==> src/rtl/mem_if_pkg.sv <==
`default_nettype none
// ============================================================================
//  Module   : mem_if_pkg
//  Purpose  : Shared definitions for the CPU-to-backing-memory line interface:
//             default width constants, the line-master state encoding, the
//             full-line vector type and a counter-width helper.
//  Ports    : none (package)
//  Revision : 1.0 - initial release
// ============================================================================
package mem_if_pkg;

   localparam int MEM_ADDR_BITS = 28;
   localparam int MEM_DATA_BITS = 128;
   localparam int MEM_TAG_BITS  = 5;
   localparam int MEM_BEATS     = 4;
   localparam int MEM_LINE_BITS = MEM_BEATS * MEM_DATA_BITS;

   typedef enum logic [1:0] {
      ST_IDLE  = 2'd0,
      ST_REQ   = 2'd1,
      ST_WDATA = 2'd2,
      ST_RDATA = 2'd3
   } mlm_state_t;

   typedef logic [MEM_LINE_BITS-1:0] mem_line_t;

   // Beat index width; a single-beat line still needs a 1-bit counter.
   function automatic int cnt_width(input int beats);
      return (beats > 1) ? $clog2(beats) : 1;
   endfunction

endpackage
`default_nettype wire

==> src/rtl/beat_counter.sv <==
`default_nettype none
// ============================================================================
//  Module   : beat_counter
//  Purpose  : Wrapping beat index for a BEATS-long burst. Returns to 0 after
//             the last beat is counted.
//  Ports    : clk, reset  - clock, synchronous active-high reset
//             i_clr       - force the count to 0
//             i_inc       - count one beat
//             o_cnt       - current beat index
//             o_last      - current index is the final beat (BEATS-1)
//  Revision : 1.0 - initial release
// ============================================================================
module beat_counter
   import mem_if_pkg::*;
#(
   parameter int BEATS = MEM_BEATS,
   localparam int CNT_W = cnt_width(BEATS)
) (
   input  logic             clk,
   input  logic             reset,
   input  logic             i_clr,
   input  logic             i_inc,
   output logic [CNT_W-1:0] o_cnt,
   output logic             o_last
);

   localparam logic [CNT_W-1:0] C_LAST = CNT_W'(BEATS - 1);

   logic [CNT_W-1:0] r_cnt;

   always_ff @(posedge clk) begin
      if (reset) begin
         r_cnt <= '0;
      end else if (i_clr) begin
         r_cnt <= '0;
      end else if (i_inc) begin
         r_cnt <= (r_cnt == C_LAST) ? '0 : r_cnt + 1'b1;
      end
   end

   assign o_cnt  = r_cnt;
   assign o_last = (r_cnt == C_LAST);

endmodule
`default_nettype wire

==> src/rtl/mem_line_master.sv <==
`default_nettype none
// ============================================================================
//  Module   : mem_line_master
//  Purpose  : Initiator side of the cache-to-memory interface. Takes one full
//             cache-line read or write and serialises it as a request, then
//             BEATS write-data beats or BEATS read-response beats. One
//             transaction outstanding at a time.
//  Config   : `MEM_TAG_CHECK_EN - when defined, read beats whose tag differs
//             from TAG_ID are dropped and raise the sticky tag_err flag.
//             When undefined, mem_resp_tag is ignored and tag_err is 0.
//  Ports    : clk, reset            - clock, synchronous active-high reset
//             line_req_*            - cache-side line request (valid/ready)
//             line_resp_valid/data  - completion pulse, assembled read line
//             mem_req_*             - memory request channel (valid/ready)
//             mem_req_data_*        - memory write-data channel (valid/ready)
//             mem_resp_*            - memory response channel (no ready)
//             tag_err               - sticky response-tag mismatch flag
//  Revision : 1.0 - initial release
// ============================================================================
module mem_line_master
   import mem_if_pkg::*;
#(
   parameter int ADDR_BITS = MEM_ADDR_BITS,
   parameter int DATA_BITS = MEM_DATA_BITS,
   parameter int TAG_BITS  = MEM_TAG_BITS,
   parameter int BEATS     = MEM_BEATS,
   parameter int TAG_ID    = 0,
   localparam int LINE_BITS = BEATS * DATA_BITS
) (
   input  logic                     clk,
   input  logic                     reset,
   // cache side
   input  logic                     line_req_valid,
   output logic                     line_req_ready,
   input  logic                     line_req_rw,
   input  logic [ADDR_BITS-1:0]     line_req_addr,
   input  logic [LINE_BITS-1:0]     line_req_data,
   input  logic [LINE_BITS/8-1:0]   line_req_mask,
   output logic                     line_resp_valid,
   output logic [LINE_BITS-1:0]     line_resp_data,
   // memory request channel
   output logic                     mem_req_valid,
   input  logic                     mem_req_ready,
   output logic                     mem_req_rw,
   output logic [ADDR_BITS-1:0]     mem_req_addr,
   output logic [TAG_BITS-1:0]      mem_req_tag,
   // memory write-data channel
   output logic                     mem_req_data_valid,
   input  logic                     mem_req_data_ready,
   output logic [DATA_BITS-1:0]     mem_req_data_bits,
   output logic [DATA_BITS/8-1:0]   mem_req_data_mask,
   // memory response channel
   input  logic                     mem_resp_valid,
   input  logic [TAG_BITS-1:0]      mem_resp_tag,
   input  logic [DATA_BITS-1:0]     mem_resp_data,
   // status
   output logic                     tag_err
);

   localparam int CNT_W = cnt_width(BEATS);
   localparam int MASK_BITS = DATA_BITS / 8;

   mlm_state_t r_state, w_state_nxt;

   logic                   r_rw;
   logic [ADDR_BITS-1:0]   r_addr;
   logic [LINE_BITS-1:0]   r_data;
   logic [LINE_BITS/8-1:0] r_mask;
   logic [LINE_BITS-1:0]   r_asm;
   logic [LINE_BITS-1:0]   r_line;
   logic                   r_resp_valid;

   logic [LINE_BITS-1:0]   w_asm_nxt;
   logic [CNT_W-1:0]       w_cnt;
   logic                   w_last;
   logic                   w_cnt_inc;
   logic                   w_cnt_clr;
   logic                   w_accept;
   logic                   w_tag_ok;
   logic                   w_beat_ok;
   logic                   w_done;

   logic [DATA_BITS-1:0]   w_wbeat [BEATS];
   logic [MASK_BITS-1:0]   w_wmask [BEATS];

   // Split the latched line and mask into per-beat views.
   generate
      for (genvar k = 0; k < BEATS; k++) begin : g_beat_split
         assign w_wbeat[k] = r_data[k*DATA_BITS +: DATA_BITS];
         assign w_wmask[k] = r_mask[k*MASK_BITS +: MASK_BITS];
      end
   endgenerate

   // Ready only in IDLE, never during reset, and not in the completion
   // cycle (state is already IDLE then, but no back-to-back accept).
   assign line_req_ready = (r_state == ST_IDLE) & ~r_resp_valid & ~reset;
   assign w_accept       = line_req_valid & line_req_ready;

   // ----------------------------------------------------------- tag check
`ifdef MEM_TAG_CHECK_EN
   logic r_tag_err;

   assign w_tag_ok = (mem_resp_tag == TAG_BITS'(TAG_ID));

   always_ff @(posedge clk) begin
      if (reset) begin
         r_tag_err <= 1'b0;
      end else if ((r_state == ST_RDATA) && mem_resp_valid && !w_tag_ok) begin
         r_tag_err <= 1'b1;
      end
   end

   assign tag_err = r_tag_err;
`else
   logic w_unused_tag;

   assign w_tag_ok     = 1'b1;
   assign w_unused_tag = ^mem_resp_tag;
   assign tag_err      = 1'b0;
`endif

   assign w_beat_ok = mem_resp_valid & w_tag_ok;

   // ---------------------------------------------------------- beat count
   beat_counter #(
      .BEATS (BEATS)
   ) u_beat_counter (
      .clk    (clk),
      .reset  (reset),
      .i_clr  (w_cnt_clr),
      .i_inc  (w_cnt_inc),
      .o_cnt  (w_cnt),
      .o_last (w_last)
   );

   // Final counted beat of either burst direction.
   assign w_done = w_cnt_inc & w_last;

   // ----------------------------------------------------------------- FSM
   always_ff @(posedge clk) begin
      if (reset) begin
         r_state <= ST_IDLE;
      end else begin
         r_state <= w_state_nxt;
      end
   end

   always_comb begin
      w_state_nxt        = r_state;
      w_cnt_clr          = 1'b0;
      w_cnt_inc          = 1'b0;
      mem_req_valid      = 1'b0;
      mem_req_rw         = 1'b0;
      mem_req_addr       = '0;
      mem_req_tag        = '0;
      mem_req_data_valid = 1'b0;
      mem_req_data_bits  = '0;
      mem_req_data_mask  = '0;

      case (r_state)
         ST_IDLE: begin
            if (w_accept) begin
               w_cnt_clr   = 1'b1;
               w_state_nxt = ST_REQ;
            end
         end

         ST_REQ: begin
            mem_req_valid = 1'b1;
            mem_req_rw    = r_rw;
            mem_req_addr  = r_addr;
            mem_req_tag   = TAG_BITS'(TAG_ID);
            if (mem_req_ready) begin
               w_state_nxt = r_rw ? ST_WDATA : ST_RDATA;
            end
         end

         ST_WDATA: begin
            mem_req_data_valid = 1'b1;
            mem_req_data_bits  = w_wbeat[w_cnt];
            mem_req_data_mask  = w_wmask[w_cnt];
            if (mem_req_data_ready) begin
               w_cnt_inc = 1'b1;
               if (w_last) begin
                  w_state_nxt = ST_IDLE;
               end
            end
         end

         ST_RDATA: begin
            if (w_beat_ok) begin
               w_cnt_inc = 1'b1;
               if (w_last) begin
                  w_state_nxt = ST_IDLE;
               end
            end
         end

         default: begin
            w_state_nxt = ST_IDLE;
         end
      endcase
   end

   // ---------------------------------------------------- request latching
   always_ff @(posedge clk) begin
      if (reset) begin
         r_rw   <= 1'b0;
         r_addr <= '0;
         r_data <= '0;
         r_mask <= '0;
      end else if (w_accept) begin
         r_rw   <= line_req_rw;
         r_addr <= line_req_addr;
         r_data <= line_req_data;
         r_mask <= line_req_mask;
      end
   end

   // ------------------------------------------------------ read assembly
   // Beats collect in a separate buffer so the visible read line holds its
   // previous value until the new line is complete.
   always_comb begin
      w_asm_nxt = r_asm;
      for (int k = 0; k < BEATS; k++) begin
         if (w_cnt == CNT_W'(k)) begin
            w_asm_nxt[k*DATA_BITS +: DATA_BITS] = mem_resp_data;
         end
      end
   end

   always_ff @(posedge clk) begin
      if (reset) begin
         r_asm        <= '0;
         r_line       <= '0;
         r_resp_valid <= 1'b0;
      end else begin
         r_resp_valid <= w_done;
         if ((r_state == ST_RDATA) && w_beat_ok) begin
            r_asm <= w_asm_nxt;
            if (w_last) begin
               r_line <= w_asm_nxt;
            end
         end
      end
   end

   assign line_resp_valid = r_resp_valid;
   assign line_resp_data  = r_line;

endmodule
`default_nettype wire

==> config.mk <==
export PLATFORM = sky130hd
export DESIGN_NAME = mem_line_master
export DESIGN_NICKNAME = d
export VERILOG_FILES = /design/src/rtl/mem_if_pkg.sv /design/src/rtl/beat_counter.sv /design/src/rtl/mem_line_master.sv
export SDC_FILE = /design/constraint.sdc
export NUM_CORES = 2
export LEC_CHECK = 0
export BUFFER_PORTS_ARGS = -buffer_cell sky130_fd_sc_hd__buf_2
export CAP_MARGIN = 20
export CORE_AREA = 2 2 553 555
export DETAILED_ROUTE_END_ITERATION = 10
export DIE_AREA = 0 0 555 557
export PLACE_DENSITY = 0.42
export SYNTH_ARGS = -nofsm -noshare
export SYNTH_HDL_FRONTEND = slang
export SYNTH_SLANG_ARGS = --single-unit
==> constraint.sdc <==
create_clock -name clk -period 2.3 [get_ports clk]
set_clock_uncertainty 0.15 [all_clocks]
set_input_delay 0.115 -clock clk [delete_from_list [all_inputs] [get_ports clk]]
set_output_delay 0.115 -clock clk [all_outputs]
set_load 0.02 [all_outputs]
# After elaboration in Yosys (flattened, before gate mapping)
# Index checks and enable logic that the tools add are counted.
# Widths: inputs -> output; s select.
word_totals:
  output_inout_bits: 695
  in_bits: 744
  regBits: 1634
  elab_cells: 63
op_classes:
  n_reduce_logical: 6
  muxes: 29
  eq_ne: 10
  bitwise: 7
  n_lt_le_gt_ge: 1
  n_addsub: 1
op_table:
  columns: ["op", "count"]
  rows:
  - ["$mux 128", 7]
  - ["$bmux 128 s2", 1]
  - ["$mux 16", 3]
  - ["$bmux 16 s2", 1]
  - ["$mux 28", 1]
  - ["$mux 2", 6]
  - ["$eq 2x2->1 const B", 4]
  - ["$mux 1", 8]
  - ["$ne 2x2->1 const B", 4]
  - ["$pmux 2 s4", 1]
  - ["$and 1x1->1", 4]
  - ["$eq 2x1->1 const B", 2]
  - ["$logic_not 2->1", 2]
  - ["$reduce_and 4->1", 1]
  - ["$ge 3x3->1 const B", 1]
  - ["$not 2->3", 1]
  - ["$add 2x1->2 const B", 1]
  - ["$not 1->1", 2]
  - ["$pmux 1 s2", 1]
  - ["$reduce_and 2->1", 1]
  - ["$reduce_or 2->1", 1]
  - ["$logic_and 1x1->1", 1]

# Longest topological paths before layout
depth:
  ltp_word: 7
  depth_mapped: 10

# Modules after synthesis
# A second synthesis with hierarchy kept.
unflattened:
  cells_unflattened: 7980
  area_unflattened_um2: 66037.1
modules_own_cells:
  columns: ["module", "cells_each", "instances", "area_each_um2", "seq_area_each_um2"]
  rows:
  - ["mem_line_master", 7972, 1, 65942.0, 32671.3]
  - ["beat_counter", 8, 1, 95.1, 40.0]

# Worst setup path before layout
# Ideal clock, no wire load.
synth_path:
  kind: "register to register"
  from: "register u_beat_counter.r_cnt[1] (netlist: u_beat_counter.o_cnt[1])"
  to: "register r_line[246] (netlist: line_resp_data[246])"
  period_less_slack_ns: 2.476
  path_slack_ns: -0.176
  arrival_ns: 2.241
  required_ns: 2.064
  path_stages_with_launch: 10
  path_cell_list: "dfxtp_1 -> clkbuf_1 -> buf_1 -> inv_1 -> ha_1 -> buf_2 -> buf_4 -> buf_1 -> mux2i_1 -> a211oi_1"
synth_between:
  elab_chain_len: 2
synth_rtl:
  columns: ["item", "line", "rtl"]
  rows:
  - ["start: declaration", "beat_counter.sv:29", "logic [CNT_W-1:0] r_cnt;"]
  - ["start signal: assignment", "beat_counter.sv:37", "r_cnt <= (r_cnt == C_LAST) ? '0 : r_cnt + 1'b1;"]
  - ["$eq 2x1->1 / $eq 2x2->1 (equally long branches)", "mem_line_master.sv:226, beat_counter.sv:42", null]
  - ["$mux 128 / $reduce_and 2->1 (equally long branches)", null, null]
  - ["end signal: assignment", "mem_line_master.sv:242", "r_line <= w_asm_nxt;"]
  - ["end: declaration", "mem_line_master.sv:70", "logic [LINE_BITS-1:0] r_line;"]
# Several ways; a longest one is shown, not always the timed one.
# A chain may end at the register's enable or synchronous reset.

# Final worst setup path
layout_path:
  from: "register u_beat_counter.r_cnt[0] (netlist: u_beat_counter.o_cnt[0])"
  to: "output mem_req_data_bits[70]"
layout_between:
  elab_chain_len: 5
layout_rtl:
  columns: ["item", "line", "rtl"]
  rows:
  - ["$not 2->3 (not written as such)", "mem_line_master.sv:180", "mem_req_data_bits = w_wbeat[w_cnt];"]
  - ["$bmux 128 s2", "mem_line_master.sv:180", null]
  - ["$mux 128 (not written as such) (2 in series)", "mem_line_master.sv:180", null]
  - ["$mux 128", "mem_line_master.sv:160", "case (r_state)"]
  - ["end: declaration", "mem_line_master.sv:50", "output logic [DATA_BITS-1:0] mem_req_data_bits,"]
# Every way passes these cells. The select of a mux whose other input is x is not followed.

==> results.ini <==
[synthesis]
synth_cells = 6973
synth-edff-count = 0
synth_top_cell_by_area = dfxtp_1
avgSynthCellArea_um2 = 8.57
yosys_warnings = 0
ys_seq_area_frac = 0.504
synth-seq-cells = 1506
async_reset_ff_frac = 0
synth_commonest_cells = nand2_1 (2,241), dfxtp_1 (1,506), a21oi_1 (1,118)
synth_area_um2 = 59800
synthTopCellsByArea = dfxtp_1 (50%), nand2_1 (14%), a21oi_1 (9.4%)
yosysMostFrequentCell = nand2_1
ys.flop_type = dfxtp_1
synth_top_area_frac = 0.504
synth_cell_types = 30

[run_status]
status = complete, but fails checks
failed_checks = negative setup slack

[global_routing]
grt_pass1_vias = 62089
grt.met3_usage = 0.0501
grt_busiest_layer = met2
met1_usage = 0.231
grt_max_degree = 180
grt_first_pass_wirelength_um = 438000
use_met2 = 0.318
gr-usage-all-layers = 0.191
overflow = 0
antenna_found_initial = 61

[die]
core_um2 = 304000
fp.dieH_um = 557
fp.dieW_um = 555
rows = 203
io_pins = 1439
initial_core_util = 0.197
dieArea_um2 = 309000

[power_and_ir_drop]
p_leak_nw = 37.1
powerDensity_nw_per_um2 = 681
seqPwrFrac = 0.416
p_switching_mw = 17.3
p_int_mw = 48.3
switching_share = 0.264
clkPwrFrac = 0.450
combPwrFrac = 0.134
peakVddDrop_uv = 601

[clock_tree]
cts_inserted_buffers = 180
htreeDepth = 4
cts_tree = done
cts_sinks = 1506
clockRootBuffer = clkbuf_16
clk_pin_slew_worst_paths_ps = 60
cts_buffer_depth = 4
insertion_delay_ps = 850

[run]
max_cap_viol_count = 0

[critical_path]
crit_path_end_kind = output port
crit_family = buffers and inverters
worstPathArrival_ps = 2750
worstPathRequired_ps = 2040
cp_max_fo = 5
worstSetupPathType = register to output port
startpoint_type = register
critPathSlowestCell = mux4_2
cpPeakStageDelay_ps = 580
worst-path-buf-inv = 5
crit_chain = buf_12 -> buf_16 -> buf_12 -> buf_16 -> mux4_2 -> and2_4 -> buf_6

[sta]
hold_viol = 0
relSlewSlack = 0.294
maxSlewViolCount = 0
worst_slack_ps = -716
whs_ps = 62.3
rsz0062_at_grt = yes
fmax_mhz = 332
finalSetupViolations = 612
layout_min_cycle_time_ps = 3020
tightest_slew_ps = 1060
fin_crit_sh = 1.31

[place]
routabilityCongestion = 0.884
dp.cells = 12055
portBuffers = 1427
dpl.hpwl_um = 215000

[detailed_routing]
drtPass1Iterations = 6
wl_per_cell_um = 22.8
drc = 0
wl_um = 319000
initialDrtViolationCount = 4499
ant_nets = 0
via_count = 62593
vias_per_cell = 4.48

[layout]
drive_gt1_frac = 0.239
fin_nets = 10538
area_growth_pct = 61.1
fin_cells = 13975
fillers = 31355
post-route-util = 0.317

[hold_path]
hold_path.class = input port to register

## power by group through the flow
stage | clock network (mW) | logic, mW | registers [mW]
final | 29.5 | 8.79 | 27.3
after floorplan | 0 | 2.91 | 27.6
after CTS | 30.2 | 8.07 | 27.3
after detailed placement | 0 | 5.49 | 27.9
after global placement | 0 | 5.47 | 27.8
after global routing | 31.2 | 9.31 | 27.3
## flip-flops by register name, indices dropped and copies added (netlist names)
signal                flops
line_resp_valid           1
r_data                  512
line_resp_data          512
u_beat_counter.o_cnt      2
r_rw                      1
r_addr                   28
r_mask                   64
r_state                   2
r_asm                   384
## layer usage
layer / up-vias / part of all wire
met1: 30445 / 0.41
met2: 2371 / 0.46
met3: 613 / 0.075
met4: 30 / 0.049
met5: - / 0.00059
li1: 29134 / -
## cell type report
| class | instances | area (um^2) | share of cell area |
|---|---|---|---|
| well taps | 3997 | 5000 | 0.0519 |
| clock buffers | 267 | 5290 | 0.0549 |
| inverters | 2 | 7.51 | 0.0000779 |
| clock inverters | 56 | 757 | 0.00786 |
| flip-flops and latches | 1506 | 30200 | 0.313 |
| multi-input cells | 4865 | 27300 | 0.284 |
| diodes | 47 | 118 | 0.00122 |
| repair buffers | 3235 | 27700 | 0.287 |
## cells by family after synthesis
group / share of synthesized area
flip-flops: 0.504
other: 0.0000627
AO/OA/AOI/OAI: 0.142
buffers and inverters: 0.0484
adder cells (fa/ha/maj): 0.000837
multiplexers: 0.119
AND/OR/NAND/NOR: 0.185
## cells in the final DEF (no fill, tap or decap), types with 41 or more instances in the layout
cell | netlist | layout
nand2_1 | 2241 | 2226
dfxtp_1 | 1506 | 1502
dlygate4sd3_1 | 0 | 1458
buf_2 | 255 | 1305
a21oi_1 | 1118 | 1102
mux2i_1 | 386 | 386
nor2_1 | 386 | 386
a211oi_1 | 385 | 385
clkbuf_16 | 0 | 203
buf_4 | 7 | 156
mux4_2 | 144 | 144
and2_4 | 0 | 129
buf_6 | 32 | 129
buf_12 | 0 | 123
and2_1 | 177 | 48
diode_2 | 0 | 47
clkbuf_8 | 0 | 46
clkbuf_1 | 302 | 41
## worst reg2reg max path, cell delays in order, from the launching register on
cell,delay (ps)
dfxtp_2,340
buf_6,110
nor4_4,380
buf_6,300
nand2_8,220
buf_12,400
nand2_1,240
a21oi_1,70
## per-stage QoR
step                power, mW  setup WS [ps]  setup TNS [ps]  cell area, um^2
detailed placement       33.4          -34.6           -88.3            72500
floorplan                30.5           78.0               0            59800
CTS                      65.6           -843         -165190            94700
global route             67.9           -808         -224320            96200
finish                   65.6           -716         -109390            96300
global placement         33.3          -29.2           -78.7            72500
## final timing paths
kind	start	depth (start not counted)	endpoint	slack (ps)
setup / recovery	u_beat_counter.o_cnt[0]	7	mem_req_data_bits[70]	-720
hold / removal	line_req_data[292]	4	r_data[292]	60
setup reg to reg	r_state[1]	7	r_data[87]	-130
hold reg to reg	r_asm[243]	2	r_asm[243]	300
## repair_timing
| action | 4_1_cts | 5_1_grt |
|---|---|---|
| endpoints found under the hold margin | 1506 | 0 |
| hold buffers | 1458 | 0 |
| gates cloned | 12 | 35 |
| gates resized for setup | 333 | 193 |
| endpoints found under the setup margin | 316 | 1237 |
| buffers inserted | 31 | 24 |
| pin swaps | 56 | 17 |
(Power assumes the default switching activity.)
